## src/rtl/fetch_unit.sv

```systemverilog
// Instruction-fetch stage: holds the PC, fetches over a req/ack handshake, issues to decode.
// Optional build macro FETCH_STATS_EN adds retired/taken instruction counters.
module fetch_unit #(
   parameter int unsigned         PC_WIDTH  = 32,
   parameter logic [PC_WIDTH-1:0] RESET_PC  = '0,
   parameter int unsigned         CNT_WIDTH = 32
) (
   input  logic                 clk,
   input  logic                 rst_n,
   output logic                 imem_req,
   output logic [PC_WIDTH-1:0]  imem_addr,
   input  logic                 imem_ack,
   input  logic [PC_WIDTH-1:0]  imem_rdata,
   output logic [PC_WIDTH-1:0]  instr,
   output logic                 instr_valid,
   input  logic                 stall,
   input  logic                 Jump,
   input  logic                 Branch,
   input  logic                 Zero,
   output logic [PC_WIDTH-1:0]  pc,
   output logic [PC_WIDTH-1:0]  pc_plus4
`ifdef FETCH_STATS_EN
   ,
   output logic [CNT_WIDTH-1:0] instr_count,
   output logic [CNT_WIDTH-1:0] taken_count
`endif
);

   typedef enum logic [1:0] {
      BOOT  = 2'd0,
      FETCH = 2'd1,
      ISSUE = 2'd2
   } state_t;

   state_t              state_q, state_d;
   logic                load_instr;
   logic                advance;
   logic                taken;
   logic [PC_WIDTH-1:0] branch_off;
   logic [PC_WIDTH-1:0] jump_target;
   logic [PC_WIDTH-1:0] next_pc;

   assign imem_addr = pc;
   assign pc_plus4  = pc + PC_WIDTH'(4);

   // Next-PC selection; Jump outranks a taken branch.
   assign taken       = Jump | (Branch & Zero);
   assign branch_off  = PC_WIDTH'($signed(instr[15:0])) << 2;
   assign jump_target = {pc_plus4[PC_WIDTH-1:28], instr[25:0], 2'b00};

   always_comb begin
      next_pc = pc_plus4;
      if (Jump) begin
         next_pc = jump_target;
      end else if (Branch && Zero) begin
         next_pc = pc_plus4 + branch_off;
      end
   end

   // Next-state logic; acks are only honoured in FETCH.
   always_comb begin
      state_d    = state_q;
      load_instr = 1'b0;
      advance    = 1'b0;
      case (state_q)
         BOOT:  state_d = FETCH;
         FETCH: begin
            if (imem_ack) begin
               load_instr = 1'b1;
               state_d    = ISSUE;
            end
         end
         ISSUE: begin
            if (!stall) begin
               advance = 1'b1;
               state_d = FETCH;
            end
         end
         default: state_d = BOOT;
      endcase
   end

   // Request and valid are registered from the next state so they track it exactly.
   always_ff @(posedge clk or negedge rst_n) begin
      if (!rst_n) begin
         state_q     <= BOOT;
         pc          <= RESET_PC;
         instr       <= '0;
         imem_req    <= 1'b0;
         instr_valid <= 1'b0;
      end else begin
         state_q     <= state_d;
         imem_req    <= (state_d == FETCH);
         instr_valid <= (state_d == ISSUE);
         if (load_instr) begin
            instr <= imem_rdata;
         end
         if (advance) begin
            pc <= next_pc;
         end
      end
   end

`ifdef FETCH_STATS_EN
   // Retired and redirected instruction counters, wrapping freely.
   always_ff @(posedge clk or negedge rst_n) begin
      if (!rst_n) begin
         instr_count <= '0;
         taken_count <= '0;
      end else if (advance) begin
         instr_count <= instr_count + CNT_WIDTH'(1);
         if (taken) begin
            taken_count <= taken_count + CNT_WIDTH'(1);
         end
      end
   end
`endif

endmodule
```

## config.mk

```make
export PLATFORM = sky130hd
export DESIGN_NAME = fetch_unit
export DESIGN_NICKNAME = d
export VERILOG_FILES = /design/src/rtl/fetch_unit.sv
export SDC_FILE = /design/constraint.sdc
export NUM_CORES = 1
export LEC_CHECK = 0
export ABC_CLOCK_PERIOD_IN_PS = 4460
export CAP_MARGIN = 30
export CELL_PAD_IN_SITES_DETAIL_PLACEMENT = 1
export CELL_PAD_IN_SITES_GLOBAL_PLACEMENT = 2
export CORE_AREA = 2 2 143 145
export CTS_CLUSTER_DIAMETER = 120
export DETAILED_ROUTE_END_ITERATION = 8
export DIE_AREA = 0 0 145 147
export PLACE_DENSITY = 0.79
export SYNTH_ARGS = -nofsm -noshare
export SYNTH_HDL_FRONTEND = slang
export SYNTH_SLANG_ARGS = --single-unit
```

## constraint.sdc

```tcl
create_clock -name clk -period 4.46 [get_ports clk]
set_input_delay 0.892 -clock clk [delete_from_list [all_inputs] [get_ports clk]]
set_output_delay 0.892 -clock clk [all_outputs]
set_load 0.1 [all_outputs]
```

; Word level (Yosys, flattened, before mapping)
; Index checks and enable logic that the tools add are counted.
; Widths: inputs -> output; s select.
[classes]
addsub = 2
eq_ne = 4
mux = 9
n_reduce_logical = 2
[op_table]
columns = cell, n
row1 = $mux 32, 2
row2 = $add 32x3->32 const B, 1
row3 = $add 32x32->32, 1
row4 = $pmux 2 s3, 1
row5 = $eq 2x1->1 const B, 2
row6 = $eq 2x2->1 const B, 2
row7 = $mux 1, 4
row8 = $mux 2, 2
row9 = $logic_not 2->1, 1
row10 = $logic_and 1x1->1, 1
[totals]
regBits = 68
inputBits = 39
output_inout_bits = 130
elab_cells = 22

; Logic depth before layout (Yosys ltp)
; Gate-level depths: netlist (run 1).
[depth]
word_depth = 4
depth_mapped = 17

; Least setup slack after synthesis (run 1)
; No wires, ideal clock.
[synth_path]
path_kind = flip-flop to flip-flop
start = register pc[2] (netlist: imem_addr[2])
end = register pc[27] (netlist: imem_addr[27])
t_arrival_ns = 5.771
t_required_ns = 4.325
slack_ns = -1.446
path_stages_with_launch = 17
cell_sequence = dfrtp_1 -> ha_1 -> nand2_1 -> nor2_1 -> and3_1 -> nand4_1 -> xnor2_1 -> ha_1 -> buf_6 -> a21o_1 -> a21o_2 -> a211oi_1 -> o31a_1 -> o21ai_2 -> a311oi_1 -> xor2_1 -> a21oi_1
[synth_between]
elab_chain_len = 4
[synth_rtl]
columns = element, line
row1 = start: declaration, 20  ; output logic [PC_WIDTH-1:0] pc,
row2 = start signal: assignment, 99  ; pc <= next_pc;
row3 = $add 32x3->32, 44  ; assign pc_plus4 = pc + PC_WIDTH'(4);
row4 = net pc_plus4[18], 21  ; output logic [PC_WIDTH-1:0] pc_plus4
row5 = $add 32x32->32, 56  ; next_pc = pc_plus4 + branch_off;
row6 = $mux 32, 55  ; end else if (Branch && Zero) begin
row7 = $mux 32, 53  ; if (Jump) begin
; The timed path passes the listed nets, and every way through them passes these cells.
; A chain may end at the register's enable or synchronous reset.

; Final worst setup path (run 1)
[layout_path]
start = register pc[2] (netlist: imem_addr[2])
end = register pc[27] (netlist: imem_addr[27])
[layout_between]
elab_chain_len = 4
[layout_rtl]
columns = element, line
row1 = $add 32x3->32 (*), 44
row2 = $add 32x32->32, 56
row3 = $mux 32 (*), 55
row4 = $mux 32 (*), 53
; Every way passes the cells marked *; elsewhere a longest branch is shown, timed or not.

==> flow_metrics.env, run 1 <==
export IMPL_drc_errors=0
export IMPL_critPathMaxFanout=7
export IMPL_path_clk_slew_ns=0.06
export IMPL_synth_most_common_cell="dfrtp_1"
export IMPL_synth_simple_gate_area_share_pct=17.06
export IMPL_synth_compound_area_share_pct=20.72
export IMPL_synth_top_family_by_area="compound AO/OA/AOI/OAI gates"
export IMPL_regArea_sq_mm=0.001687
export IMPL_async_flop_share_pct=100.0
export IMPL_cts_root_buffer="clkbuf_16"
export IMPL_fin_crit_ns=4.051
export IMPL_place_area_sq_mm=0.007415
export IMPL_place_gp_congestion=0.8598
export IMPL_post_dp_hpwl_um=15440
export IMPL_drive_gt1_share_pct=20.21
export IMPL_critPathCaptureType="flip-flop"
export IMPL_dp_slack_ns=0.4379
export IMPL_wl_per_cell_um=19.48
export IMPL_cts_tree="done"
export IMPL_grt_max_degree=67
export IMPL_finalHoldViolations=0
export IMPL_clock_latency_ns=0.34
export IMPL_portBuffers=162
export IMPL_std_cell_rows=52
export IMPL_clock_path_buffers=2
export IMPL_synth_commonest_cells="66 x dfrtp_1, 57 x nand2_1, 56 x nor2_1, 42 x a21oi_1"
export IMPL_drv_cap=0
export IMPL_setup_violations_final=0
export IMPL_yosysSeqAreaShare_pct=30.43
export IMPL_ant_nets=0
export IMPL_overflow=0
export IMPL_nNetsFinal=833
export IMPL_fmax_ghz=0.2469
export IMPL_synthTopCellsByArea="dfrtp_1 30%, ha_1 8.3%, mux2_2 6.6%"
export IMPL_tightest_slew_ns=1.036
export IMPL_grt_pass1_wl_um=31980
export IMPL_dr_pass1_iters=5
export IMPL_core_area_sq_mm=0.01984
export IMPL_start_kind="flip-flop"
export IMPL_ys_types=71
export IMPL_antenna_found_initial=0
export IMPL_syn_inst=624
export IMPL_synthAdderAreaFrac_pct=8.668
export IMPL_cts_resized=0
export IMPL_avgSynthCellArea_sq_um=8.698
export IMPL_synth_warnings=0
export IMPL_syn_area_sq_mm=0.005428
export IMPL_synth_ff_type="dfrtp_1"
export IMPL_finalCritPeriodShare_pct=90.83
export IMPL_cts_hold_buf=0
export IMPL_synth_edf_count=0
export IMPL_clock_sinks=66
export IMPL_arrival_ns=4.26
export IMPL_worst_slack_ns=0.4092
export IMPL_yosys_area_top_type="dfrtp_1"
export IMPL_criticalPathCategory="reg -> reg"
export IMPL_wl_met3_um=1016
export IMPL_die_w_um=145
export IMPL_avgViaCountPerCell=5.141
export IMPL_grt_pass1_vias=5763
export IMPL_met2_wirelength_um=10030
export IMPL_fillCellCount=2285
export IMPL_area_growth_pct=43.22
export IMPL_postCtsSetupRepairBufs=0
export IMPL_top_layer="met4"
export IMPL_start_util_pct=27.35
export IMPL_design_area_sq_mm=0.007774
export IMPL_numCtsBuffers=9
export IMPL_rsz0062_at_grt="false"
export IMPL_synthXorXnorAreaFrac_pct=7.907
export IMPL_io_pins=169
export IMPL_status="complete, no violations"
export IMPL_dieArea_sq_mm=0.02132
export IMPL_num_vias=5306
export IMPL_met1Wirelength_um=8712
export IMPL_htreeDepth=3
export IMPL_final_util_pct=39.17
export IMPL_fp_dieH_um=147
export IMPL_drv_slew=0
export IMPL_crit_required_ns=4.67
export IMPL_min_path_type="reg -> reg"
export IMPL_synth_top_area_share_pct=30.43
export IMPL_drtIter0Drc=253
export IMPL_synth_seq_cells=66
export IMPL_drt_wl_total_um=20110
export IMPL_grt_usage_pct=19.02
export IMPL_multiInputGateArea_sq_mm=0.003670
export IMPL_num_antenna_cells=0
export IMPL_finClkSkew_ns=0.003905
export IMPL_slew_headroom_pct=30.69
export IMPL_synthMuxAreaShare_pct=6.823
[cell type report]
cell class,count,area share (%)
clock buffer,10,3.074
inverter,15,0.7243
multi-input combinational,487,47.21
sequential,66,21.70
timing repair buffer,178,22.11
clock inverter,6,0.8370
tap,270,4.346
[metal layers]
metal	vias to the layer above	global-route usage (%)
met3	27	4.441
met4	0	6.040
met2	127	32.88
li1	2480	-
met5	-	0
met1	2672	23.52
[cells by family after synthesis]
| kind of cell | Yosys count |
|---|---|
| xor gates and xnor gates | 49 |
| DFF | 66 |
| adders and majority gates | 37 |
| muxes | 33 |
| other | 1 |
| buffers and inverters | 76 |
| and+or+nand+nor | 194 |
| AOI/OAI and AO/OA | 168 |
[worst max-delay path, stage by stage (launching register included)]
cell      delay, ns
dfrtp_4        0.44
ha_1           0.23
nand2_1        0.09
nor2_1         0.24
and3_1         0.26
nand4_1        0.22
xnor2_4        0.23
ha_1           0.39
a21o_1         0.20
a21o_2         0.20
a211oi_1       0.25
o31a_1         0.26
o21ai_2        0.10
a311oi_1       0.49
xor2_1         0.21
a21oi_1        0.09
[state kept, by name, indices dropped and copies added (netlist names)]
register,count
imem_req,1
state_q,2
instr_valid,1
imem_addr,30
instr,32
[path summary, 6_finish.rpt]
kind	from	end	slack (ns)	cells after the start
worst max-delay path	imem_addr[2]	imem_addr[27]	0.41	15
worst min-delay path	instr[31]	instr[31]	0.51	1
worst max register to register	imem_addr[2]	imem_addr[27]	0.41	15
worst min register to register	instr[31]	instr[31]	0.51	1
max in group asynchronous	rst_n	imem_addr[11]	3.08	1
min in group asynchronous	rst_n	imem_addr[28]	0.67	1
[stage by stage]
stage | hold slack, ns | instances | TNS, ns
6_report | 0.5118 | 1032 | 0
3_3_place_gp | 0.4899 | 1014 | 0
5_1_grt | 0.5483 | 1032 | 0
3_5_place_dp | 0.5052 | 1014 | 0
2_1_floorplan | 0.4900 | 629 | -0.004020
4_1_cts | 0.5185 | 1030 | 0
[layout by cell type, fill, tap and decap left out, types with 3 or more instances in the layout]
master and count:
clkdlybuf4s50_1 137, nand2_1 57, nor2_1 56, dfrtp_1 46, a21oi_1 42, buf_4 39, ha_1 36, o21ai_0 34
mux2_2 32, nand3_1 16, dfrtp_2 16, inv_1 15, nor3_1 15, a21o_1 15, nand4_1 12, xnor2_2 12
xnor2_1 12, a211oi_1 11, and3_1 10, xor2_1 10, clkbuf_16 9, xor2_4 6, a31oi_1 6, o211ai_1 6
conb_1 6, xnor2_4 5, o22ai_1 5, o21a_1 5, xor2_2 4, or3_1 4, dfrtp_4 4, and2_1 3
o21bai_1 3, a211o_1 3, a311oi_1 3, nor4_1 3, nor2b_1 3, o31ai_1 3, a21boi_0 3
Power of run 1 is not shown: default switching activity piles up to over one toggle a cycle in this logic, so the estimate is an artifact.
==> run 2: changes to the inputs <==
PLACE_DENSITY = 0.9   (was 0.79)
==> run 2 against run 1 <==
Register-to-register slack worse by 0.04 ns; first-iteration DRC count is 12% lower; largest cell class unchanged; die area stayed put; sequential share of layout area is 0.18 points higher; via count is 2.3% lower; hold slack worse by 0.0018 ns; routed wire length is 5.1% lower; final area is 0.82% lower; highest routed layer unchanged; core utilization is 0.32 points lower.
==> flow_metrics.env, run 2 (synthesis results as in run 1) <==
export IMPL_status="complete, no violations"
export IMPL_num_antenna_cells=0
export IMPL_cp_cell_sequence="and3_1, and3_1, nand3_2, nor2_1, nand3_1, xnor2_4, ha_1, a21oi_1, o21bai_1, a21oi_1, o21bai_1, a21oi_1, o21ai_0, a31oi_1, o22ai_1, nor3_1"
export IMPL_r2r_slack_ns=0.37
export IMPL_finClkSkew_ns=0.007617
export IMPL_top_register="instr"
export IMPL_grt_pass1_vias=5346
export IMPL_post_dp_hpwl_um=14650
export IMPL_fin_crit_ns=4.091
export IMPL_overflow=0
export IMPL_mostFrequentLayoutCells="137 x clkdlybuf4s50_1, 57 x nand2_1, 55 x nor2_1"
export IMPL_min_path_type="reg -> reg"
export IMPL_antenna_found_initial=1
export IMPL_numCtsBuffers=9
export IMPL_start_util_pct=27.35
export IMPL_fmax_ghz=0.2445
export IMPL_wl_per_cell_um=18.56
export IMPL_portBuffers=162
export IMPL_io_pins=169
export IMPL_postCtsSetupRepairBufs=0
export IMPL_largest_reg_flops=32
export IMPL_dieArea_sq_mm=0.02132
export IMPL_drc_errors=0
export IMPL_nNetsFinal=830
export IMPL_std_cell_rows=52
export IMPL_die_w_um=145
export IMPL_grt_pass1_wl_um=30100
export IMPL_drtIter0Drc=223
export IMPL_place_gp_congestion=0.8550
export IMPL_arrival_ns=4.35
export IMPL_layout_cells_most_common="clkdlybuf4s50_1"
export IMPL_critPathCaptureType="flip-flop"
export IMPL_start_kind="flip-flop"
export IMPL_setup_violations_final=0
export IMPL_drv_slew=0
export IMPL_finalHoldViolations=0
export IMPL_dr_pass1_iters=4
export IMPL_drive_gt1_share_pct=19.92
export IMPL_avgViaCountPerCell=5.041
export IMPL_path_clk_slew_ns=0.06
export IMPL_cts_resized=0
export IMPL_clock_sinks=66
export IMPL_ant_nets=0
export IMPL_final_cells=1028
export IMPL_clock_latency_ns=0.34
export IMPL_cts_root_buffer="clkbuf_16"
export IMPL_max_stage_delay_ns=0.47
export IMPL_htreeDepth=3
export IMPL_tightest_slew_ns=1.054
export IMPL_crit_required_ns=4.72
export IMPL_slew_headroom_pct=29.51
export IMPL_cp_slowest_cell="dfrtp_4"
export IMPL_criticalPathCategory="reg -> reg"
export IMPL_critPathMaxFanout=7
export IMPL_rsz0062_at_grt="false"
export IMPL_fillCellCount=2284
export IMPL_clock_path_buffers=2
export IMPL_fp_dieH_um=147
export IMPL_num_vias=5182
export IMPL_place_inst=1012
export IMPL_drv_cap=0
export IMPL_area_growth_pct=42.05
export IMPL_cts_hold_buf=0
export IMPL_core_area_sq_mm=0.01984
export IMPL_critPathMostFrequentCell="a21oi_1"
export IMPL_drt_wl_total_um=19080
export IMPL_grt_max_degree=67
export IMPL_grt_usage_pct=17.83
export IMPL_cts_tree="done"
export IMPL_finalCritPeriodShare_pct=91.72
-- run 2: final timing paths --
check / startpoint / end / cells after the start
worst max-delay path: imem_addr[11] / imem_addr[28] / 16
worst min-delay path: instr[31] / instr[31] / 1
worst max register to register: imem_addr[11] / imem_addr[28] / 16
worst min register to register: instr[31] / instr[31] / 1
max in group asynchronous: rst_n / imem_addr[3] / 2
min in group asynchronous: rst_n / imem_addr[30] / 2
-- run 2: routing by layer --
metal | GRT usage (%) | wire (um) | vias to the layer above
met3 | 3.602 | 1005 | 20
li1 | - | - | 2466
met4 | 5.693 | 372 | 0
met1 | 23.13 | 8595 | 2555
met5 | 0 | 0 | -
met2 | 29.93 | 9101 | 141
-- run 2: layout make-up --
cell class / count / area (sq um) / area share [%]
clock buffers: 9 / 225.2 / 2.921
clock inverters: 6 / 35.03 / 0.4544
inverters: 15 / 56.30 / 0.7303
multi-input cells: 487 / 3672 / 47.63
flip-flops and latches: 66 / 1687 / 21.88
well taps: 270 / 337.8 / 4.382
repair buffers: 175 / 1697 / 22.01
-- run 2: through the flow --
stage | worst slack (ns) | utilization, % | TNS, ns | area, sq um | hold slack, ns
floorplan | -0.004020 | - | -0.004020 | 5808 | 0.4900
global placement | 0.3530 | 37.25 | 0 | 7392 | 0.4863
detailed placement | 0.3065 | 37.39 | 0 | 7420 | 0.5008
CTS | 0.2594 | 38.70 | 0 | 7680 | 0.5136
global route | 0.07348 | 38.85 | 0 | 7710 | 0.5317
finish | 0.3692 | 38.85 | 0 | 7710 | 0.5100
-- run 2: critical path, delay by kind of cell, from the launching register on --
kind | cells | cell delay (ns)
and+or+nand+nor | 6 | 1.70
AOI/OAI and AO/OA | 8 | 1.25
DFF | 1 | 0.47
adders and majority gates | 1 | 0.34
xor gates and xnor gates | 1 | 0.24
Power of run 2 is left out for the same reason.
